File: src/rtl/branch_cc_fsm_pkg.sv
// Shared types and helpers for the condition-code / branch-resolution sequencer.
package branch_cc_fsm_pkg;

    typedef enum logic [2:0] {
        ST_RESET  = 3'd0,
        ST_FETCH  = 3'd1,
        ST_DECODE = 3'd2,
        ST_EXEC   = 3'd3,
        ST_BRANCH = 3'd4,
        ST_HALT   = 3'd5
    } state_e;

    typedef enum logic [1:0] {
        PC_HOLD   = 2'b00,
        PC_INC    = 2'b01,
        PC_BRANCH = 2'b10,
        PC_JUMP   = 2'b11
    } pc_ctl_e;

    localparam logic [2:0] CC_RESET = 3'b010;

    // Result is zero-extended to 64 bits by the caller; msb_idx marks its real sign bit.
    function automatic logic [2:0] nzp_of(input logic [63:0] result, input logic [5:0] msb_idx);
        logic [2:0] cc_s;
        if (result == 64'd0) begin
            cc_s = 3'b010;
        end else if (result[msb_idx]) begin
            cc_s = 3'b100;
        end else begin
            cc_s = 3'b001;
        end
        return cc_s;
    endfunction

endpackage

File: src/rtl/branch_cc_eval.sv
// Combinational branch resolution: taken flag, next PC and PC-update code.
module branch_cc_eval
    import branch_cc_fsm_pkg::*;
#(
    parameter int PC_W  = 16,
    parameter int OFF_W = 9
) (
    input  logic [2:0]       mask,
    input  logic [2:0]       cc,
    input  logic             br,
    input  logic             jmp,
    input  logic [PC_W-1:0]  pc,
    input  logic [OFF_W-1:0] offset,
    input  logic [PC_W-1:0]  target,
    output logic             taken,
    output logic [PC_W-1:0]  next_pc,
    output logic [1:0]       pc_ctl
);

    logic [PC_W-1:0] pc_inc_s;
    logic [PC_W-1:0] off_ext_s;

    // Jump wins over a conditional branch; arithmetic wraps modulo 2^PC_W.
    always_comb begin
        pc_inc_s  = pc + PC_W'(1'b1);
        off_ext_s = PC_W'($signed(offset));
        taken     = 1'b0;
        next_pc   = pc_inc_s;
        pc_ctl    = PC_INC;
        if (jmp) begin
            taken   = 1'b1;
            next_pc = target;
            pc_ctl  = PC_JUMP;
        end else if (br && (|(mask & cc))) begin
            taken   = 1'b1;
            next_pc = pc_inc_s + off_ext_s;
            pc_ctl  = PC_BRANCH;
        end else begin
            taken   = 1'b0;
            next_pc = pc_inc_s;
            pc_ctl  = PC_INC;
        end
    end

endmodule

File: src/rtl/branch_cc_fsm.sv
// Fetch/decode/execute/branch sequencer owning the PC and the NZP condition register.
module branch_cc_fsm
    import branch_cc_fsm_pkg::*;
#(
    parameter int              DATA_W   = 16,
    parameter int              PC_W     = 16,
    parameter int              OFF_W    = 9,
    parameter logic [PC_W-1:0] RESET_PC = PC_W'(16'h3000)
) (
    input  logic              clka,
    input  logic              reset_in,
    input  logic              instr_valid_in,
    input  logic              n_dec_in,
    input  logic              z_dec_in,
    input  logic              p_dec_in,
    input  logic              br_in,
    input  logic              jmp_in,
    input  logic              halt_in,
    input  logic [OFF_W-1:0]  offset_in,
    input  logic [PC_W-1:0]   target_in,
    input  logic [DATA_W-1:0] alu_result_in,
    input  logic              we_reg_in,
    output logic [PC_W-1:0]   pc_out,
    output logic [2:0]        cc_out,
    output logic [1:0]        pc_ctl_out,
    output logic              taken_out,
    output logic              fetch_en_out,
    output logic [2:0]        state_out
);

    state_e           state_r, state_nx_s;
    logic [2:0]       mask_r, mask_nx_s;
    logic             br_r, br_nx_s;
    logic             jmp_r, jmp_nx_s;
    logic             halt_r, halt_nx_s;
    logic [OFF_W-1:0] offset_r, offset_nx_s;
    logic [PC_W-1:0]  target_r, target_nx_s;
    logic [PC_W-1:0]  pc_r, pc_nx_s;
    logic [2:0]       cc_r, cc_nx_s;
    logic [1:0]       pc_ctl_r, pc_ctl_nx_s;
    logic             taken_r, taken_nx_s;
    logic             fetch_en_r, fetch_en_nx_s;

    logic             eval_taken_s;
    logic [PC_W-1:0]  eval_pc_s;
    logic [1:0]       eval_ctl_s;

    branch_cc_eval #(
        .PC_W  (PC_W),
        .OFF_W (OFF_W)
    ) u_eval (
        .mask    (mask_r),
        .cc      (cc_r),
        .br      (br_r),
        .jmp     (jmp_r),
        .pc      (pc_r),
        .offset  (offset_r),
        .target  (target_r),
        .taken   (eval_taken_s),
        .next_pc (eval_pc_s),
        .pc_ctl  (eval_ctl_s)
    );

    // Next-state and next-register values; pc_ctl/taken default to idle each cycle.
    always_comb begin
        state_nx_s  = state_r;
        mask_nx_s   = mask_r;
        br_nx_s     = br_r;
        jmp_nx_s    = jmp_r;
        halt_nx_s   = halt_r;
        offset_nx_s = offset_r;
        target_nx_s = target_r;
        pc_nx_s     = pc_r;
        cc_nx_s     = cc_r;
        pc_ctl_nx_s = PC_HOLD;
        taken_nx_s  = 1'b0;
        case (state_r)
            ST_RESET: begin
                state_nx_s = ST_FETCH;
            end
            ST_FETCH: begin
                if (instr_valid_in) begin
                    state_nx_s = ST_DECODE;
                end else begin
                    state_nx_s = ST_FETCH;
                end
            end
            ST_DECODE: begin
                mask_nx_s   = {n_dec_in, z_dec_in, p_dec_in};
                br_nx_s     = br_in;
                jmp_nx_s    = jmp_in;
                halt_nx_s   = halt_in;
                offset_nx_s = offset_in;
                target_nx_s = target_in;
                state_nx_s  = ST_EXEC;
            end
            ST_EXEC: begin
                if (we_reg_in) begin
                    cc_nx_s = nzp_of(64'(alu_result_in), 6'(DATA_W - 1));
                end else begin
                    cc_nx_s = cc_r;
                end
                if (halt_r) begin
                    state_nx_s = ST_HALT;
                end else if (jmp_r || br_r) begin
                    state_nx_s = ST_BRANCH;
                end else begin
                    pc_nx_s     = pc_r + PC_W'(1'b1);
                    pc_ctl_nx_s = PC_INC;
                    state_nx_s  = ST_FETCH;
                end
            end
            ST_BRANCH: begin
                // cc_r already holds any update made in EXEC of this instruction.
                pc_nx_s     = eval_pc_s;
                pc_ctl_nx_s = eval_ctl_s;
                taken_nx_s  = eval_taken_s;
                state_nx_s  = ST_FETCH;
            end
            ST_HALT: begin
                state_nx_s = ST_HALT;
            end
            default: begin
                state_nx_s = ST_RESET;
            end
        endcase
        fetch_en_nx_s = (state_nx_s == ST_FETCH);
    end

    // State, latched decode fields and registered outputs.
    always_ff @(posedge clka or posedge reset_in) begin
        if (reset_in) begin
            state_r    <= ST_RESET;
            mask_r     <= 3'b000;
            br_r       <= 1'b0;
            jmp_r      <= 1'b0;
            halt_r     <= 1'b0;
            offset_r   <= '0;
            target_r   <= '0;
            pc_r       <= RESET_PC;
            cc_r       <= CC_RESET;
            pc_ctl_r   <= PC_HOLD;
            taken_r    <= 1'b0;
            fetch_en_r <= 1'b0;
        end else begin
            state_r    <= state_nx_s;
            mask_r     <= mask_nx_s;
            br_r       <= br_nx_s;
            jmp_r      <= jmp_nx_s;
            halt_r     <= halt_nx_s;
            offset_r   <= offset_nx_s;
            target_r   <= target_nx_s;
            pc_r       <= pc_nx_s;
            cc_r       <= cc_nx_s;
            pc_ctl_r   <= pc_ctl_nx_s;
            taken_r    <= taken_nx_s;
            fetch_en_r <= fetch_en_nx_s;
        end
    end

    assign pc_out       = pc_r;
    assign cc_out       = cc_r;
    assign pc_ctl_out   = pc_ctl_r;
    assign taken_out    = taken_r;
    assign fetch_en_out = fetch_en_r;
    assign state_out    = state_r;

endmodule
File: config.mk
export PLATFORM = sky130hd
export DESIGN_NAME = branch_cc_fsm
export DESIGN_NICKNAME = d
export VERILOG_FILES = /design/src/rtl/branch_cc_fsm_pkg.sv /design/src/rtl/branch_cc_eval.sv /design/src/rtl/branch_cc_fsm.sv
export SDC_FILE = /design/constraint.sdc
export NUM_CORES = 1
export LEC_CHECK = 0
export CORE_MARGIN = 2
export CORE_UTILIZATION = 47
export CTS_CLUSTER_DIAMETER = 200
export CTS_CLUSTER_SIZE = 20
export DETAILED_ROUTE_END_ITERATION = 10
export PLACE_DENSITY = 0.77
export SYNTH_ARGS = -nofsm -noshare
export SYNTH_HDL_FRONTEND = slang
export SYNTH_SLANG_ARGS = --single-unit
File: constraint.sdc
create_clock -name clka -period 2.8 [get_ports clka]
set_input_delay 0.56 -clock clka [delete_from_list [all_inputs] [get_ports clka]]
set_output_delay 0.56 -clock clka [all_outputs]
set_load 0.05 [all_outputs]
==> qor.txt, run 1 <==
number of endpoints failing setup at the final stage = 0
DR vias/cell = 5.73
Post-Place Worst Slack = -61.8 ps
Power Density = 1420 mW/mm^2
row cnt = 32
share of layout cells above drive strength 1 = 30.5%
Cell Count Post-Placement = 556
IO Pins = 77
CP max FO = 6
final worst setup slack = 35.6 ps
syn_nets = 439
crit path cell chain = and3_4 > nand3_2 > xnor2_2 > ha_1 > a211oi_2 > nor2_1 > o311ai_2 > buf_4 > mux2i_4 > a21oi_2 > a221oi_2
Setup Crit Path Kind = reg -> reg
CTS sink cnt = 57
CP required = 3050 ps
Initial Util = 48.2%
Min Hold Slack = 492 ps
Post-Layout Cell Count = 590
total CTS buffers = 9
leakage power = 2.19 nW
critical path launch point = pc_out[3]
die width = 92.5 um
core area = 0.00765 mm^2
Reg clk slew, reported paths = 70 ps
RSZ-0062 raised after global routing = yes
Setup crit end kind = flop
worst reg-to-reg setup slack = 40 ps
Buffers on Ports = 76
commonest cells after routing, fill and taps aside = 76 x clkdlybuf4s50_1, 45 x dfrtp_1, 40 x buf_4
first-pass GRT wire length = 16900 um
Worst VDD drop = 999 uV
Global Route Usage Sum = 25.3%
Endpoint, Worst Hold = target_r[3]
remaining global-route overflow = 0
crit share post-route = 98.7%
fraction of registers with async set/reset = 100%
most common cell after layout, fill and taps aside = clkdlybuf4s50_1
post-synth top area share = 36.7%
Top FF cell, synth = dfrtp_1
vias in the first global route = 3387
post-synthesis register bit count = 57
hold_buf cts = 0
final total power = 7.59 mW
GPL Wtd Cong = 0.953
Synth warnings = 0
max-cap violations = 0
area of the multi-input gates = 0.00244 mm^2
DRC = 0
fin. max-slew vios = 0
min cycle time layout = 2760 ps
via count = 3383
drt first pass iters = 5
final core occ = 70.0%
die height = 92.5 um
Hold Violations, Final = 0
synthesized cell area = 0.00368 mm^2
drt wl/cell = 18.1 um
crit path DAT = 3020 ps
hold depth = 1
mean area per synthesized cell = 10.0 um^2
Seq/Total Area, Yosys = 38.8%
initial antenna violation count = 0
synth unique cells = 69
final wirelength = 10700 um
Die ar. = 0.00856 mm^2
1st-iter DRT viols = 177
leading area contributor after synthesis = dfrtp_1
Slew @ Worst Pin = 822 ps
post-route ant nets = 0
ANT cells = 0
fill cell count = 551
Max Buffers Root-to-Sink = 2
Hold Path Class = reg -> reg
Clock Skew = 8.10 ps
run status = complete, no violations
nets = 555
H-tree depth = 3
number of synthesized flops with an enable pin = 0
Max stage delay cell, worst path = dfrtp_2
Worst path max stage delay = 430 ps
Root Buffer = clkbuf_8
Max Clk Rate = 362 MHz
crit start category = flop
post-DP HPWL = 7590 um
RR Endpoint = pc_out[12]
TritonCTS clock tree = built
worst r2r path cells = 11
Post-Synthesis Cells = 367
main area contributors after synthesis = dfrtp_1 37%, mux2_2 7.0%, ha_1 6.8%, xnor2_1 4.3%, nand2_1 3.6%
largest net degree at the start of global routing = 33
Hold Startpoint = target_r[3]
Storage cell area = 0.00144 mm^2
later-pin clock latency in the skew report = 350 ps
reg2reg start = pc_out[3]
relative slew slack = 45.2%
area grow syn2layout = 45.2%
## per-stage QoR
step           TNS [ps]  instance area (um^2)
2_1_floorplan         0                  3720
3_3_place_gp          0                  4710
3_5_place_dp       -103                  4710
4_1_cts               0                  4980
5_1_grt            -206                  5350
6_report              0                  5350
## what timing repair did
action / CTS / global route
gates resized for setup: 7 / 40
setup buffers: 3 / 15
hold endpoints to repair: 0 / 0
pin swaps: 4 / 20
endpoints found under the setup margin: 2 / 6
## worst max-delay path: cells and delay by family (launching register included)
kind                     cells  cell delay (ps)
adder cells (fa/ha/maj)      1              310
AO/OA/AOI/OAI                4              820
AND/OR/NAND/NOR              3              440
flip-flops                   1              430
buffers and inverters        1              180
multiplexers                 1              240
XOR/XNOR                     1              230
## cell usage after synthesis (all sizes together), types with 2 or more instances
library cell,n
o211ai,4
and3,4
dfstp,3
a211oi,4
a222oi,5
o21a,3
nand3b,3
ha,20
xnor2,18
nand2,35
nand2b,4
xor2,8
a221oi,2
nor4,7
nor3,7
nor2b,3
clkbuf,5
inv,11
a22o,2
a31oi,3
nand3,14
nor3b,2
o31ai,2
mux2,31
a21oi,20
nor2,22
o21bai,3
buf,7
nand4,6
o21ai,28
o41ai,2
a21o,3
dfrtp,54
a22oi,5
o221ai,2
## layout make-up
class                   instances  area share, %
multi-input cells             286           45.6
flip-flops and latches         57           26.9
repair buffers                117           20.2
clock buffers                  13           2.78
well taps                     102           2.39
clock inverters                 3           1.22
inverters                      12          0.865
## state kept, by name, indices dropped and copies added, names as in the netlist
name          count
br_r              1
cc_out            3
fetch_en_out      1
halt_r            1
jmp_r             1
mask_r            3
offset_r          9
pc_ctl_out        2
pc_out           16
state_out         3
taken_out         1
target_r         16
## worst max path at each step
stage / end / slack [ps] / cells after the start
6_report: pc_out[12] / 40 / 11
5_1_grt: pc_out[12] / -100 / 11
4_1_cts: pc_out[12] / 7 / 11
3_5_place_dp: pc_out[12] / -60 / 11
3_3_place_gp: pc_out[12] / 30 / 11
2_1_floorplan: pc_out[15] / 0.5 / 13
## cell families (layout without fill, tap and decap cells)
group | after synthesis | count (layout) | share of synthesized area (%)
multiplexers | 32 | 32 | 9.75
AO/OA/AOI/OAI | 94 | 94 | 17.4
buffers and inverters | 24 | 145 | 3.50
flip-flops | 57 | 57 | 38.8
adder cells (fa/ha/maj) | 21 | 21 | 7.33
AND/OR/NAND/NOR | 113 | 113 | 17.0
XOR/XNOR | 26 | 26 | 6.18
## layer usage
layer	track usage [%]	vias to the layer above	routed length [um]
met2	41.1	109	5150
met1	31.9	1662	4500
met5	0	-	0
met3	5.13	29	711
met4	13.1	0	341
li1	-	1583	-
## power by group
part | internal (mW) | switching (mW) | total (mW)
Sequential | 1.25 | 0.482 | 1.73
Clock | 0.525 | 0.338 | 0.864
Combinational | 2.26 | 2.73 | 4.99
Total | 4.04 | 3.55 | 7.59
(Power assumes the default switching activity.)
==> run 2, diff against run 1 <==
==> constraint.sdc (replaced) <==
create_clock -name clka -period 2.8 [get_ports clka]
set_input_delay 0.42 -clock clka [delete_from_list [all_inputs] [get_ports clka]]
set_output_delay 0.42 -clock clka [all_outputs]
set_load 0.05 [all_outputs]
==> qor.txt, run 2 (synthesis results as in run 1) <==
run status = complete, no violations
Setup Crit Path Kind = reg -> reg
CTS sink cnt = 57 (unchanged)
Slew @ Worst Pin = 740 ps (-82.8 ps)
TritonCTS clock tree = built
CP required = 3060 ps (about the same)
total CTS buffers = 9 (unchanged)
relative slew slack = 50.4% (+5.2 points)
die height = 92.5 um (unchanged)
final worst setup slack = 48.7 ps (+13.1 ps)
switching share of power = 47.6% (+0.85 points)
Worst VDD drop = 957 uV (-4.2%)
ANT cells = 0 (unchanged)
Die ar. = 0.00856 mm^2 (unchanged)
crit share post-route = 98.3% (-0.47 points)
Global Route Usage Sum = 25.6% (+0.24 points)
Buffers on Ports = 76 (unchanged)
RSZ-0062 raised after global routing = yes
setup_tns = 0 ps (unchanged)
Hold Path Class = in -> async
CP max FO = 5 (-1)
post-DP HPWL = 7590 um (about the same)
drt first pass iters = 5 (unchanged)
crit start category = flop
fin. max-slew vios = 0 (unchanged)
final wirelength = 10800 um (+1.2%)
Power Internal = 3.81 mW (-5.7%)
crit path cell chain = and3_2 > nand3_1 > xnor2_2 > ha_1 > nand3_1 > nor3_4 > o21bai_1 > a21oi_1 > mux2_2 > o21ai_1
DR vias/cell = 5.81 (+1.4%)
drt wl/cell = 18.4 um (+1.4%)
share of layout cells above drive strength 1 = 28.7% (-1.8 points)
combinational power share = 65.9% (about the same)
Setup crit end kind = flop
IO Pins = 77 (unchanged)
die width = 92.5 um (unchanged)
Hold Violations, Final = 0 (unchanged)
initial antenna violation count = 0 (unchanged)
GPL Wtd Cong = 0.901 (-5.5%)
1st-iter DRT viols = 181 (+2.3%)
post-route ant nets = 0 (unchanged)
min cycle time layout = 2750 ps (-13.1 ps)
Root Buffer = clkbuf_8
final core occ = 68.3% (-1.6 points)
Seq pwr share = 23.7% (+0.8 points)
row cnt = 32 (unchanged)
core area = 0.00765 mm^2 (unchanged)
first-pass GRT wire length = 17100 um (+1.2%)
most common cell after layout, fill and taps aside = clkdlybuf4s50_1
leakage power = 2.13 nW (-2.7%)
DRC = 0 (unchanged)
Max Buffers Root-to-Sink = 2 (unchanged)
Post-Place Worst Slack = -29.4 ps (+32.4 ps)
CP most frequent cell = nand3_1
Min Hold Slack = 473 ps (-19.3 ps)
nets = 554 (-0.18%)
via count = 3423 (+1.2%)
max-cap violations = 0 (unchanged)
number of endpoints failing setup at the final stage = 0 (unchanged)
largest net degree at the start of global routing = 33 (unchanged)
later-pin clock latency in the skew report = 340 ps (about the same)
Worst path max stage delay = 430 ps (about the same)
worst r2r path cells = 10 (-1)
remaining global-route overflow = 0 (unchanged)
net switching power = 3.46 mW (-2.5%)
Initial Util = 48.2% (unchanged)
commonest cells after routing, fill and taps aside = 76 x clkdlybuf4s50_1, 45 x dfrtp_1, 38 x buf_4
Max Clk Rate = 363 MHz (+0.48%)
Max stage delay cell, worst path = dfrtp_2
area grow syn2layout = 41.8%
Clock Skew = 7.60 ps (-0.501 ps)
H-tree depth = 3 (unchanged)
crit path DAT = 3020 ps (about the same)
Clk pwr share = 10.4% (-1.0 points)
Power Density = 1390 mW/mm^2 (-1.9%)
final total power = 7.27 mW (-4.2%)
vias in the first global route = 3408 (+0.62%)
hold_buf cts = 0 (unchanged)
Reg clk slew, reported paths = 60 ps (about the same)
run 2: changes by cell type in the layout (fill, tap and decap cells not counted), sizes merged:
cell    delta
buf        -1
bufinv     -1
clkinv     +1
run 2: power by group through the flow:
stage	sequential (mW)	combinational [mW]	clock, mW
after floorplan	2.16	2.53	0
after global placement	1.70	4.18	0
after detailed placement	1.71	4.26	0
after CTS	1.70	4.30	0.768
after global routing	1.78	5.18	0.803
final	1.72	4.79	0.756
run 2: through the flow:
stage / instance area [um^2] / std cells
3_5_place_dp: 4700 / 555
5_1_grt: 5230 / 589
3_3_place_gp: 4700 / 555
4_1_cts: 4910 / 571
6_report: 5230 / 589
2_1_floorplan: 3720 / 367
run 2: worst max-delay path: cells and delay by family, from the launching register on:
family	cells	cell delay [ps]
XOR/XNOR	1	210
multiplexers	1	360
adder cells (fa/ha/maj)	1	390
flip-flops	1	430
AND/OR/NAND/NOR	4	830
AO/OA/AOI/OAI	3	450
run 2: layout make-up:
class / instances / area (um^2)
tap: 102 / 128
clock inverter: 3 / 40.0
sequential: 57 / 1440
clock buffer: 13 / 149
timing repair buffer: 116 / 1090
multi-input combinational: 286 / 2330
inverter: 12 / 46.3
fill: 565 / 2420
run 2: worst paths after layout:
kind / startpoint / slack [ps] / endpoint
worst min-delay path: reset_in / 470 / cc_out[2]
worst max-delay path: pc_out[2] / 50 / pc_out[11]
max in group asynchronous: reset_in / 1670 / pc_out[13]
worst max register to register: pc_out[2] / 50 / pc_out[11]
worst min register to register: target_r[6] / 490 / target_r[6]
min in group clka: target_r[6] / 490 / target_r[6]
run 2: what timing repair did:
| action | 4_1_cts | 5_1_grt |
|---|---|---|
| gates resized for setup | 2 | 29 |
| buffers inserted | 0 | 18 |
| pin swaps | 0 | 19 |
| gates cloned | 0 | 0 |
| setup endpoints to repair | 2 | 4 |
run 2: metal layers:
| metal | track usage [%] | share of wire [%] | vias up |
|---|---|---|---|
| met5 | 0 | 0 | - |
| met4 | 8.58 | 2.5 | 0 |
| met3 | 5.61 | 6.9 | 25 |
| met2 | 42.5 | 49 | 148 |
| met1 | 33.0 | 41 | 1660 |
| li1 | - | - | 1590 |
